## config.mk

```make
export PLATFORM = sky130hd
export DESIGN_NAME = pipe_subtractor8
export DESIGN_NICKNAME = d
export VERILOG_FILES = /design/src/rtl/pipe_subtractor8_pkg.sv /design/src/rtl/pipe_subtractor8_cla_nibble.sv /design/src/rtl/pipe_subtractor8.sv
export SDC_FILE = /design/constraint.sdc
export NUM_CORES = 1
export LEC_CHECK = 0
export ABC_AREA = 1
export ABC_CLOCK_PERIOD_IN_PS = 1600
export CAP_MARGIN = 0
export CORE_MARGIN = 3
export CORE_UTILIZATION = 49
export CTS_CLUSTER_DIAMETER = 50
export DETAILED_ROUTE_END_ITERATION = 7
export MAX_ROUTING_LAYER = met4
export PLACE_DENSITY_LB_ADDON = 0.15
export SETUP_SLACK_MARGIN = 0.3
export SYNTH_ARGS = -nofsm -noshare
export SYNTH_HDL_FRONTEND = slang
export SYNTH_SLANG_ARGS = --single-unit
```

## constraint.sdc

```tcl
create_clock -name clk -period 1.6 [get_ports clk]
set_input_delay 0.32 -clock clk [delete_from_list [all_inputs] [get_ports clk]]
set_output_delay 0.32 -clock clk [all_outputs]
set_load 0.005 [all_outputs]
```

## src/rtl/pipe_subtractor8_pkg.sv

```systemverilog
// pipe_subtractor8_pkg: shared constants and width-legality check for the pipelined subtractor
package pipe_subtractor8_pkg;
   localparam int NIBBLE_W = 4;
   function automatic bit width_ok(input int w);
      return w > 0 && w % 8 == 0;
   endfunction
endpackage

```

## src/rtl/pipe_subtractor8_cla_nibble.sv

```systemverilog
// cla_nibble: 4-bit generate/propagate carry-lookahead adder slice
module cla_nibble
   import pipe_subtractor8_pkg::*;
(
   input  logic [NIBBLE_W-1:0] x,
   input  logic [NIBBLE_W-1:0] y,
   input  logic                cin,
   output logic [NIBBLE_W-1:0] s,
   output logic                cout
);
   logic [3:0] w_g, w_p;
   logic [4:0] w_c;
   assign w_g = x & y;
   assign w_p = x ^ y;
   assign w_c[0] = cin;
   assign w_c[1] = w_g[0] | (w_p[0] & cin);
   assign w_c[2] = w_g[1] | (w_p[1] & w_g[0]) | (&w_p[1:0] & cin);
   assign w_c[3] = w_g[2] | (w_p[2] & w_g[1]) | (&w_p[2:1] & w_g[0]) | (&w_p[2:0] & cin);
   assign w_c[4] = w_g[3] | (w_p[3] & w_g[2]) | (&w_p[3:2] & w_g[1]) | (&w_p[3:1] & w_g[0])
                 | (&w_p[3:0] & cin);
   assign s = w_p ^ w_c[3:0];
   assign cout = w_c[4];
endmodule

```

## src/rtl/pipe_subtractor8.sv

```systemverilog
// pipe_subtractor8: two-stage pipelined a - b (a + ~b + 1) with borrow/ovf/zero and valid/ready
module pipe_subtractor8
   import pipe_subtractor8_pkg::*;
#(
   parameter int WIDTH = 8
)(
   input  logic             clk,
   input  logic             rst_n,
   input  logic             in_valid,
   output logic             in_ready,
   input  logic [WIDTH-1:0] a,
   input  logic [WIDTH-1:0] b,
   output logic             out_valid,
   input  logic             out_ready,
   output logic [WIDTH-1:0] diff,
   output logic             borrow,
   output logic             ovf,
   output logic             zero
);
   localparam int H  = WIDTH / 2;
   localparam int NN = H / NIBBLE_W;

   if (!width_ok(WIDTH)) begin : g_bad_width
      $error("pipe_subtractor8: WIDTH must be a positive multiple of 8");
   end

   logic             w_s1_adv, w_s2_adv, w_acc;
   logic [H-1:0]     w_dlo, w_dhi;
   logic [NN:0]      w_cl, w_ch;
   logic             r_s1_valid, r_c;
   logic [H-1:0]     r_lo, r_ah, r_bh;
   logic             r_s2_valid, r_borrow, r_ovf, r_zero;
   logic [WIDTH-1:0] r_diff;

   assign w_s2_adv = ~r_s2_valid | out_ready;
   assign w_s1_adv = ~r_s1_valid | w_s2_adv;
   assign w_acc    = w_s1_adv & in_valid;
   assign in_ready = w_s1_adv;

   // Low half carries the +1 of the two's complement; high half resumes from the registered carry
   assign w_cl[0] = 1'b1;
   assign w_ch[0] = r_c;
   for (genvar n = 0; n < NN; n++) begin : g_nib
      cla_nibble u_lo (
         .x(a[n*NIBBLE_W +: NIBBLE_W]), .y(~b[n*NIBBLE_W +: NIBBLE_W]),
         .cin(w_cl[n]), .s(w_dlo[n*NIBBLE_W +: NIBBLE_W]), .cout(w_cl[n+1])
      );
      cla_nibble u_hi (
         .x(r_ah[n*NIBBLE_W +: NIBBLE_W]), .y(~r_bh[n*NIBBLE_W +: NIBBLE_W]),
         .cin(w_ch[n]), .s(w_dhi[n*NIBBLE_W +: NIBBLE_W]), .cout(w_ch[n+1])
      );
   end

   always_ff @(posedge clk or negedge rst_n) begin
      if (!rst_n) begin
         r_s1_valid <= 1'b0;
         r_c        <= 1'b0;
         r_lo       <= '0;
         r_ah       <= '0;
         r_bh       <= '0;
      end else begin
         if (w_s1_adv) r_s1_valid <= in_valid;
         if (w_acc) begin
            r_lo <= w_dlo;
            r_c  <= w_cl[NN];
            r_ah <= a[WIDTH-1:H];
            r_bh <= b[WIDTH-1:H];
         end
      end
   end

   always_ff @(posedge clk or negedge rst_n) begin
      if (!rst_n) begin
         r_s2_valid <= 1'b0;
         r_diff     <= '0;
         r_borrow   <= 1'b0;
         r_ovf      <= 1'b0;
         r_zero     <= 1'b0;
      end else begin
         if (w_s2_adv) r_s2_valid <= r_s1_valid;
         if (w_s2_adv & r_s1_valid) begin
            r_diff   <= {w_dhi, r_lo};
            r_borrow <= ~w_ch[NN];
            r_ovf    <= (r_ah[H-1] ^ r_bh[H-1]) & (w_dhi[H-1] ^ r_ah[H-1]);
            r_zero   <= ~|{w_dhi, r_lo};
         end
      end
   end

   assign out_valid = r_s2_valid;
   assign diff      = r_diff;
   assign borrow    = r_borrow;
   assign ovf       = r_ovf;
   assign zero      = r_zero;
endmodule

```

==> metrics.md, run 1 <==
| Metric | Value |
|---|---|
| Run status | `complete, no violations` |
| Most common cell after layout, fill and taps aside | `nand2_1` |
| Tightest Pin Transition | `324 ps` |
| Drt total wl | `3590 um` |
| Crit-path max cell delay | `390 ps` |
| Synthesized Nets | `206` |
| IO Pins | `33` |
| Cell count after synthesis | `176` |
| Total Routing Usage GR | `0.203` |
| Multi-input gate area | `823 um2` |
| Crit path DAT | `1750 ps` |
| # hold bufs at CTS | `0` |
| Top post-synthesis cells by area | `dfrtp_1 46%, nand2_1 16%, ha_1 8.0%` |
| Core box area | `0.00259 mm2` |
| DRT antenna net count | `0` |
| Antenna violations before repair | `0` |
| Initial core utilization | `0.542` |
| Setup crit end kind | `flop` |
| Reg-to-Reg Start | `r_bh[0]$_DFFE_PN0P_` |
| Row cnt | `18` |
| CP Depth | `9` |
| Die area | `0.00354 mm2` |
| Final setup fails | `0` |
| R2R Setup Slk | `70 ps` |
| Synth Register Bits | `26` |
| Commonest cells after routing, fill and taps aside | `55 x nand2_1, 26 x dfrtp_1, 21 x buf_4` |
| Peak supply drop | `0.981 mV` |
| Final worst clock skew | `11.1 ps` |
| Crit Path Category | `flop to flop` |
| CTS tree | `built` |
| Crit path max fanout | `3` |
| Slew Limit Fails | `0` |
| Worst Setup SP | `r_bh[0]$_DFFE_PN0P_` |
| Slew HR | `0.784` |
| Crit-path cells | `inv_2 -> buf_6 -> buf_6 -> ha_4 -> nand4_1 -> nand2_1 -> nand2_2 -> nand2_1 -> nand2_1` |
| R2r endpoint | `borrow$_DFFE_PN0P_` |
| Critical path startpoint category | `flop` |
| FILL cells | `153` |
| Die X | `59.5 um` |
| Clk Latency, worst-skew pair | `320 ps` |
| CP max-delay cell | `dfrtp_1` |
| # DRC | `0` |
| GR Overflow Total | `0` |
| Sequential area share after synthesis | `0.463` |
| Worst Path Required | `1820 ps` |
| Die Ht | `59.5 um` |
| Synth top area share | `0.463` |
| First-pass GRT wire length | `5280 um` |
| Register area | `651 um2` |
| Gpl congestion | `0.780` |
| RSZ-0062 raised after global routing | `yes` |
| Wire per inst | `13.7 um` |
| Hold Crit Class | `input pin to async pin` |
| Longest Clk Path Bufs | `2` |
| Worst-path clk slew | `140 ps` |
| Synth Cell Area | `0.00140 mm2` |
| Period minus WS final | `1530 ps` |
| Nets | `263` |
| Dpl hpwl | `2330 um` |
| Synth cell types | `23` |
| H-tree levels | `1` |
| Drt pass-1 iters | `4` |
| Leakage | `1.09 nW` |
| Biggest area consumer among synthesized cells | `dfrtp_1` |
| Synth warnings | `0` |
| Reg2Reg Depth | `9` |
| Post-Route Setup TNS | `0 ps` |
| Final hold vios | `0` |
| Mapped Avg Cell Area | `7.98 um2` |
| Max-Cap Viols | `0` |
| Area delta synth->final | `53.4%` |
| Share of layout cells above drive strength 1 | `0.306` |
| Iter 0 DRT Violations | `53` |
| Diode count | `0` |
| Cts bufs inserted | `3` |
| CTS sink cnt | `26` |
| Largest net degree at the start of global routing | `27` |
| CP bufs+invs | `3` |
| Crit path max-delay family | `simple AND/OR/NAND/NOR gates` |
| Fmax | `655 MHz` |
| Vias/cell | `5.15` |
| DR vias | `1348` |
| Final period util | `0.955` |
| Crit-path most repeated cell | `nand2_1` |
| WHS | `345 ps` |
| CTS root buffer | `clkbuf_4` |
| # port buffers | `32` |
| CP endpoint | `borrow$_DFFE_PN0P_` |
| PD cells | `1130 mW/mm2` |
| Vias in the first global route | `1302` |
## power breakdown
group / switching (mW) / internal [mW] / total, mW / leakage [nW]
Combinational: 0.547 / 0.638 / 1.19 / 0.753
Sequential: 0.102 / 0.824 / 0.926 / 0.317
Clock: 0.193 / 0.139 / 0.332 / 0.0210
Total: 0.842 / 1.60 / 2.44 / 1.09
## area by class of cell
class / count / area share
inverter: 23 / 0.0413
timing repair buffer: 57 / 0.240
multi-input combinational: 122 / 0.382
tap: 30 / 0.0174
sequential: 26 / 0.302
clock buffer: 4 / 0.0169
## how the worst min path moves through the flow
stage / from / slack [ps] / end / cells after the start
after global placement: borrow$_DFFE_PN0P_ / 460 / borrow$_DFFE_PN0P_ / 2
after global routing: rst_n / 370 / diff[1]$_DFFE_PN0P_ / 2
final: rst_n / 350 / diff[7]$_DFFE_PN0P_ / 2
after detailed placement: borrow$_DFFE_PN0P_ / 460 / borrow$_DFFE_PN0P_ / 2
after floorplan: rst_n / 20 / borrow$_DFFE_PN0P_ / 0
after CTS: rst_n / 350 / diff[6]$_DFFE_PN0P_ / 2
## per-stage QoR
step	std cells	area (um2)	power, mW	util	setup slack, ps
4_1_cts	257	1970	2.22	0.762	98.7
6_report	262	2150	2.44	0.831	72.3
2_1_floorplan	176	1420	1.37	-	280
3_3_place_gp	242	1810	1.75	0.698	-106
3_5_place_dp	242	1810	1.80	0.698	-126
5_1_grt	262	2150	2.60	0.831	-28.6
## repair_timing
item	CTS	global route
pin swaps	3	16
resized for setup	32	49
endpoints found under the setup margin	21	23
buffers inserted	11	5
hold endpoints to repair	0	0
## cell families after synthesis
family	after synthesis	share of synthesized area
xor gates and xnor gates	1	0.00624
buffers and inverters	28	0.0856
AOI/OAI and AO/OA	18	0.0651
DFF	26	0.463
and+or+nand+nor	93	0.285
adders and majority gates	10	0.0945
## sequential cells by signal, indices dropped and copies added (netlist names)
register and cells:
r_lo 4, r_ah 4, ovf 1, borrow 1, r_bh 4, r_s1_valid 1
out_valid 1, r_c 1, diff 8, zero 1
## routing by layer
metal	global-route usage	routed length, um
met5	-	0
met4	0.0728	80
met3	0.0327	183
met2	0.373	1880
met1	0.216	1440
## synth_stat cells
cell and count:
nand2_1 60, dfrtp_1 26, inv_1 22, nand3_1 12, ha_1 9, nor2_1 9
o21ai_0 8, nand4_1 5, o21ai_1 5, a21oi_1 4, buf_2 2, nand2_2 2
nand3b_1 2, a31oi_1 1, buf_4 1, buf_6 1, clkbuf_2 1, fa_1 1
inv_2 1, nand3_2 1, nor2_2 1, or2_0 1, xor2_1 1
## worst reg2reg max path, cell delays in order, from the launching register on
cell and delay, ps:
dfrtp_1 390, inv_2 70, buf_6 110, buf_6 110
ha_4 280, nand4_1 140, nand2_1 140, nand2_2 80
nand2_1 60, nand2_1 40
(Power assumes the default switching activity.)
==> run 2: changes to the inputs <==
Settings changed: REMOVE_ABC_BUFFERS set to 1.
==> run 2 against run 1 <==
First-iteration DRC count rose by 62%. Sequential power about the same. Critical path type unchanged. Largest power group unchanged. Routed wire length increased by 1.1%. Critical endpoint is now zero$_DFFE_PN0P_. Final cell count shrank 2.7%. Worst hold slack lost 7.6 ps. Register-to-register slack improved by 50 ps.
==> metrics.md, run 2 (synthesis gave the netlist of run 1 again) <==
| Metric | Value |
|---|---|
| Iter 0 DRT Violations | `86` |
| RSZ-0062 raised after global routing | `yes` |
| Setup crit end kind | `flop` |
| Worst Path Required | `1880 ps` |
| Die Ht | `59.5 um` |
| Slew Limit Fails | `0` |
| First-pass GRT wire length | `5060 um` |
| R2R Setup Slk | `120 ps` |
| Largest net degree at the start of global routing | `27` |
| GR Overflow Total | `0` |
| H-tree levels | `1` |
| Initial core utilization | `0.542` |
| Area delta synth->final | `48.1%` |
| Final period util | `0.923` |
| FILL cells | `169` |
| Register area | `652 um2` |
| Die area | `0.00354 mm2` |
| Max FFs per register | `8` |
| Max-Cap Viols | `0` |
| Reg2Reg Depth | `8` |
| Row cnt | `18` |
| Fmax | `677 MHz` |
| Worst-path clk slew | `150 ps` |
| Vias in the first global route | `1210` |
| Total power | `2.44 mW` |
| Drt pass-1 iters | `4` |
| Total Routing Usage GR | `0.191` |
| Cts bufs inserted | `3` |
| Antenna violations before repair | `0` |
| Period minus WS final | `1480 ps` |
| DRT antenna net count | `0` |
| CTS tree | `built` |
| Final hold vios | `0` |
| Vias/cell | `5.38` |
| Slew HR | `0.778` |
| Run status | `complete, no violations` |
| Crit path max fanout | `3` |
| Critical path startpoint category | `flop` |
| R2r endpoint | `zero$_DFFE_PN0P_` |
| DR vias | `1372` |
| Dpl hpwl | `2230 um` |
| CTS root buffer | `clkbuf_4` |
| Gpl congestion | `0.836` |
| Share of layout cells above drive strength 1 | `0.267` |
| Final setup fails | `0` |
| CTS sink cnt | `26` |
| Nets | `256` |
| Final worst clock skew | `8.36 ps` |
| Wire per inst | `14.2 um` |
| IO Pins | `33` |
| PD cells | `1170 mW/mm2` |
| Die X | `59.5 um` |
| Hold Crit Class | `input pin to async pin` |
| Reg-to-Reg Start | `r_ah[0]$_DFFE_PN0P_` |
| Tightest Pin Transition | `333 ps` |
| Commonest cells after routing, fill and taps aside | `52 x nand2_1, 25 x dfrtp_1, 17 x buf_4` |
| Longest Clk Path Bufs | `2` |
| Multi-input gate area | `787 um2` |
| Core box area | `0.00259 mm2` |
| Crit Path Category | `flop to flop` |
| Diode count | `0` |
| Most common cell after layout, fill and taps aside | `nand2_1` |
| # DRC | `0` |
| Drt total wl | `3630 um` |
| # hold bufs at CTS | `0` |
| Leakage | `1.05 nW` |
| Peak supply drop | `1.12 mV` |
| # port buffers | `32` |
| Clk Latency, worst-skew pair | `330 ps` |
| Final Core Density | `0.803` |
| Crit path DAT | `1760 ps` |
run 2: changes by cell type in the layout (fill, tap and decap cells not counted), sizes merged:
cell | previous run | this run
clkbuf | 7 | 4
clkdlybuf4s50 | 14 | 15
buf | 25 | 19
bufinv | 0 | 1
dlygate4sd2 | 1 | 0
clkdlybuf4s15 | 10 | 11
run 2: layout make-up:
cell class / count / area share
multi-input combinational: 122 / 0.378
sequential: 26 / 0.313
timing repair buffer: 50 / 0.221
inverter: 23 / 0.0439
tap: 30 / 0.0181
clock inverter: 1 / 0.0144
clock buffer: 3 / 0.0108
run 2: worst max-delay path by stage:
| stage | from | end | cells past startpoint |
|---|---|---|---|
| detailed placement | a[0] | r_lo[2]$_DFFE_PN0P_ | 7 |
| floorplan | r_c$_DFFE_PN0P_ | zero$_DFFE_PN0P_ | 8 |
| CTS | r_c$_DFFE_PN0P_ | zero$_DFFE_PN0P_ | 8 |
| global route | r_bh[2]$_DFFE_PN0P_ | zero$_DFFE_PN0P_ | 9 |
| finish | r_ah[0]$_DFFE_PN0P_ | zero$_DFFE_PN0P_ | 8 |
| global placement | out_ready | in_ready | 4 |
run 2: where the power goes:
part	switching, mW	internal, mW	leakage (nW)	total, mW
combinational	0.518	0.544	0.702	1.06
clock	0.201	0.254	0.0279	0.455
sequential	0.0995	0.824	0.316	0.924
run 2: metal layers:
layer	GRT usage	vias to the layer above	wire length [um]
li1	-	654	-
met4	0.0380	0	59
met1	0.219	656	1430
met5	-	-	0
met2	0.337	56	1920
met3	0.0458	6	217
run 2: worst max-delay path, cell delays in order (launching register included):
cell	delay (ps)
dfrtp_2	470
fa_2	480
inv_2	70
nand3_1	60
nor2_1	100
nand2_1	60
nor2_1	80
nand2_1	60
nand2_1	50
run 2: repair_timing:
item | 4_1_cts | 5_1_grt
buffers inserted | 8 | 3
pin swaps | 7 | 14
endpoints found under the setup margin | 21 | 21
resized for setup | 37 | 37
cloned | 0 | 0
run 2: stage by stage:
| stage | instances | setup TNS [ps] | instance area [um2] | hold WS (ps) | setup WS (ps) |
|---|---|---|---|---|---|
| 2_1_floorplan | 171 | 0 | 1370 | 24.4 | 243 |
| 3_3_place_gp | 240 | -324 | 1780 | 461 | -98.6 |
| 3_5_place_dp | 240 | -449 | 1780 | 467 | -113 |
| 4_1_cts | 252 | 0 | 1950 | 355 | 148 |
| 5_1_grt | 255 | 0 | 2080 | 365 | 50.7 |
| 6_report | 255 | 0 | 2080 | 338 | 124 |
==> run 3: changes to the inputs <==
Settings changed: TNS_END_PERCENT set to 1.
==> run 3 against run 2 <==
Final area fell by 6.7%. Utilization fell by 5.4 points. Register-to-register slack improved by 20 ps. Critical endpoint unchanged. Largest power group unchanged.
==> metrics.md, run 3 (synthesis gave the netlist of run 1 again) <==
| Metric | Value |
|---|---|
| IO Pins | `33` |
| Fin cells | `254` |
| Iter 0 DRT Violations | `62` |
| CTS tree | `built` |
| Die X | `59.5 um` |
| Dpl hpwl | `2230 um` |
| Final period util | `0.912` |
| RSZ-0062 raised after global routing | `yes` |
| Slew HR | `0.786` |
| Vias in the first global route | `1165` |
| Die area | `0.00354 mm2` |
| DRT antenna net count | `0` |
| DR vias | `1310` |
| Peak supply drop | `1.10 mV` |
| First-pass GRT wire length | `4860 um` |
| Crit-path cells | `fa_2 -> inv_2 -> nand3_1 -> nor2_1 -> nand2_1 -> nor2_1 -> nand2_1 -> nand2_1` |
| CP max-delay cell | `dfrtp_2` |
| Setup crit end kind | `flop` |
| Drt pass-1 iters | `4` |
| Crit Path Category | `flop to flop` |
| Critical path startpoint category | `flop` |
| Run status | `complete, no violations` |
| Final Core Density | `0.749` |
| # port buffers | `32` |
| Antenna violations before repair | `0` |
| Area delta synth->final | `38.1%` |
| Final hold vios | `0` |
| CP bufs+invs | `1` |
| Final worst clock skew | `7.30 ps` |
| Gpl congestion | `0.836` |
| Max FFs per register | `8` |
| Longest Clk Path Bufs | `2` |
| Total Routing Usage GR | `0.185` |
| Period minus WS final | `1460 ps` |
| Largest net degree at the start of global routing | `27` |
| Vias/cell | `5.16` |
| H-tree levels | `1` |
| Final Cell Area | `0.00194 mm2` |
| Tightest Pin Transition | `322 ps` |
| Leakage | `1.02 nW` |
| Total power | `2.29 mW` |
| Worst Setup SP | `r_ah[0]$_DFFE_PN0P_` |
| Dpl cell area | `0.00178 mm2` |
| Row cnt | `18` |
| Cts bufs inserted | `3` |
| CTS sink cnt | `26` |
| Crit path max-delay family | `flip-flops` |
| PD cells | `1180 mW/mm2` |
| Fmax | `685 MHz` |
| Crit-path max cell delay | `480 ps` |
| # DRC | `0` |
| Crit path max fanout | `3` |
| Slew Limit Fails | `0` |
| Final setup fails | `0` |
| Crit-path most repeated cell | `nand2_1` |
| Diode count | `0` |
| Worst-path clk slew | `140 ps` |
| Post-Place Cells | `240` |
| Hold Crit Class | `input pin to async pin` |
| Crit path DAT | `1740 ps` |
| Clk Latency, worst-skew pair | `320 ps` |
| Die Ht | `59.5 um` |
| Nets | `255` |
| Share of layout cells above drive strength 1 | `0.174` |
| Core box area | `0.00259 mm2` |
| GR Overflow Total | `0` |
| CTS root buffer | `clkbuf_4` |
| Drt total wl | `3180 um` |
| Initial core utilization | `0.542` |
| Wire per inst | `12.5 um` |
| # hold bufs at CTS | `0` |
| Reg-to-Reg Start | `r_ah[0]$_DFFE_PN0P_` |
| Most common cell after layout, fill and taps aside | `nand2_1` |
| Worst Path Required | `1880 ps` |
| Max-Cap Viols | `0` |
| Commonest cells after routing, fill and taps aside | `56 x nand2_1, 25 x dfrtp_1, 19 x inv_1, 19 x clkdlybuf4s50_1, 17 x buf_4` |
-- run 3: through the flow --
stage | TNS [ps] | hold slack [ps] | setup slack (ps)
after floorplan | 0 | 24.4 | 243
after global placement | -324 | 461 | -98.6
after detailed placement | -449 | 467 | -113
after CTS | 0 | 355 | 148
after global routing | 0 | 365 | 64.5
final | 0 | 343 | 141
-- run 3: power breakdown --
part	switching (mW)	total (mW)	internal [mW]
clock	0.194	0.447	0.253
sequential	0.0930	0.917	0.824
combinational	0.458	0.927	0.469
total	0.745	2.29	1.55
-- run 3: final timing paths --
path                                        to  slack, ps  cells past startpoint
min                        diff[0]$_DFFE_PN0P_        340                      2
max in group asynchronous  r_ah[0]$_DFFE_PN0P_        980                      2
max reg2reg                   zero$_DFFE_PN0P_        140                      8
min reg2reg                 borrow$_DFFE_PN0P_        490                      2
min in group clk            borrow$_DFFE_PN0P_        490                      2
max                           zero$_DFFE_PN0P_        140                      8
-- run 3: area by class of cell --
cell class              instances  area [um2]
multi-input cells             122         683
flip-flops and latches         26         652
fillers                       198         651
repair buffers                 49         428
inverters                      23        86.3
well taps                      30        37.5
clock inverters                 1        30.0
clock buffers                   3        22.5
-- run 3: what timing repair did --
action | in CTS | in global routing
gates resized for setup | 19 | 10
pin swaps | 5 | 5
setup endpoints to repair | 21 | 32
cloned | 0 | 0
buffers inserted | 8 | 2
-- run 3: metal layers --
| layer | track usage | wire [um] | vias to the layer above |
|---|---|---|---|
| met4 | 0.0411 | 34 | 0 |
| met1 | 0.207 | 1280 | 615 |
| met3 | 0.0458 | 169 | 4 |
| li1 | - | - | 653 |
| met5 | - | 0 | - |
| met2 | 0.329 | 1690 | 38 |
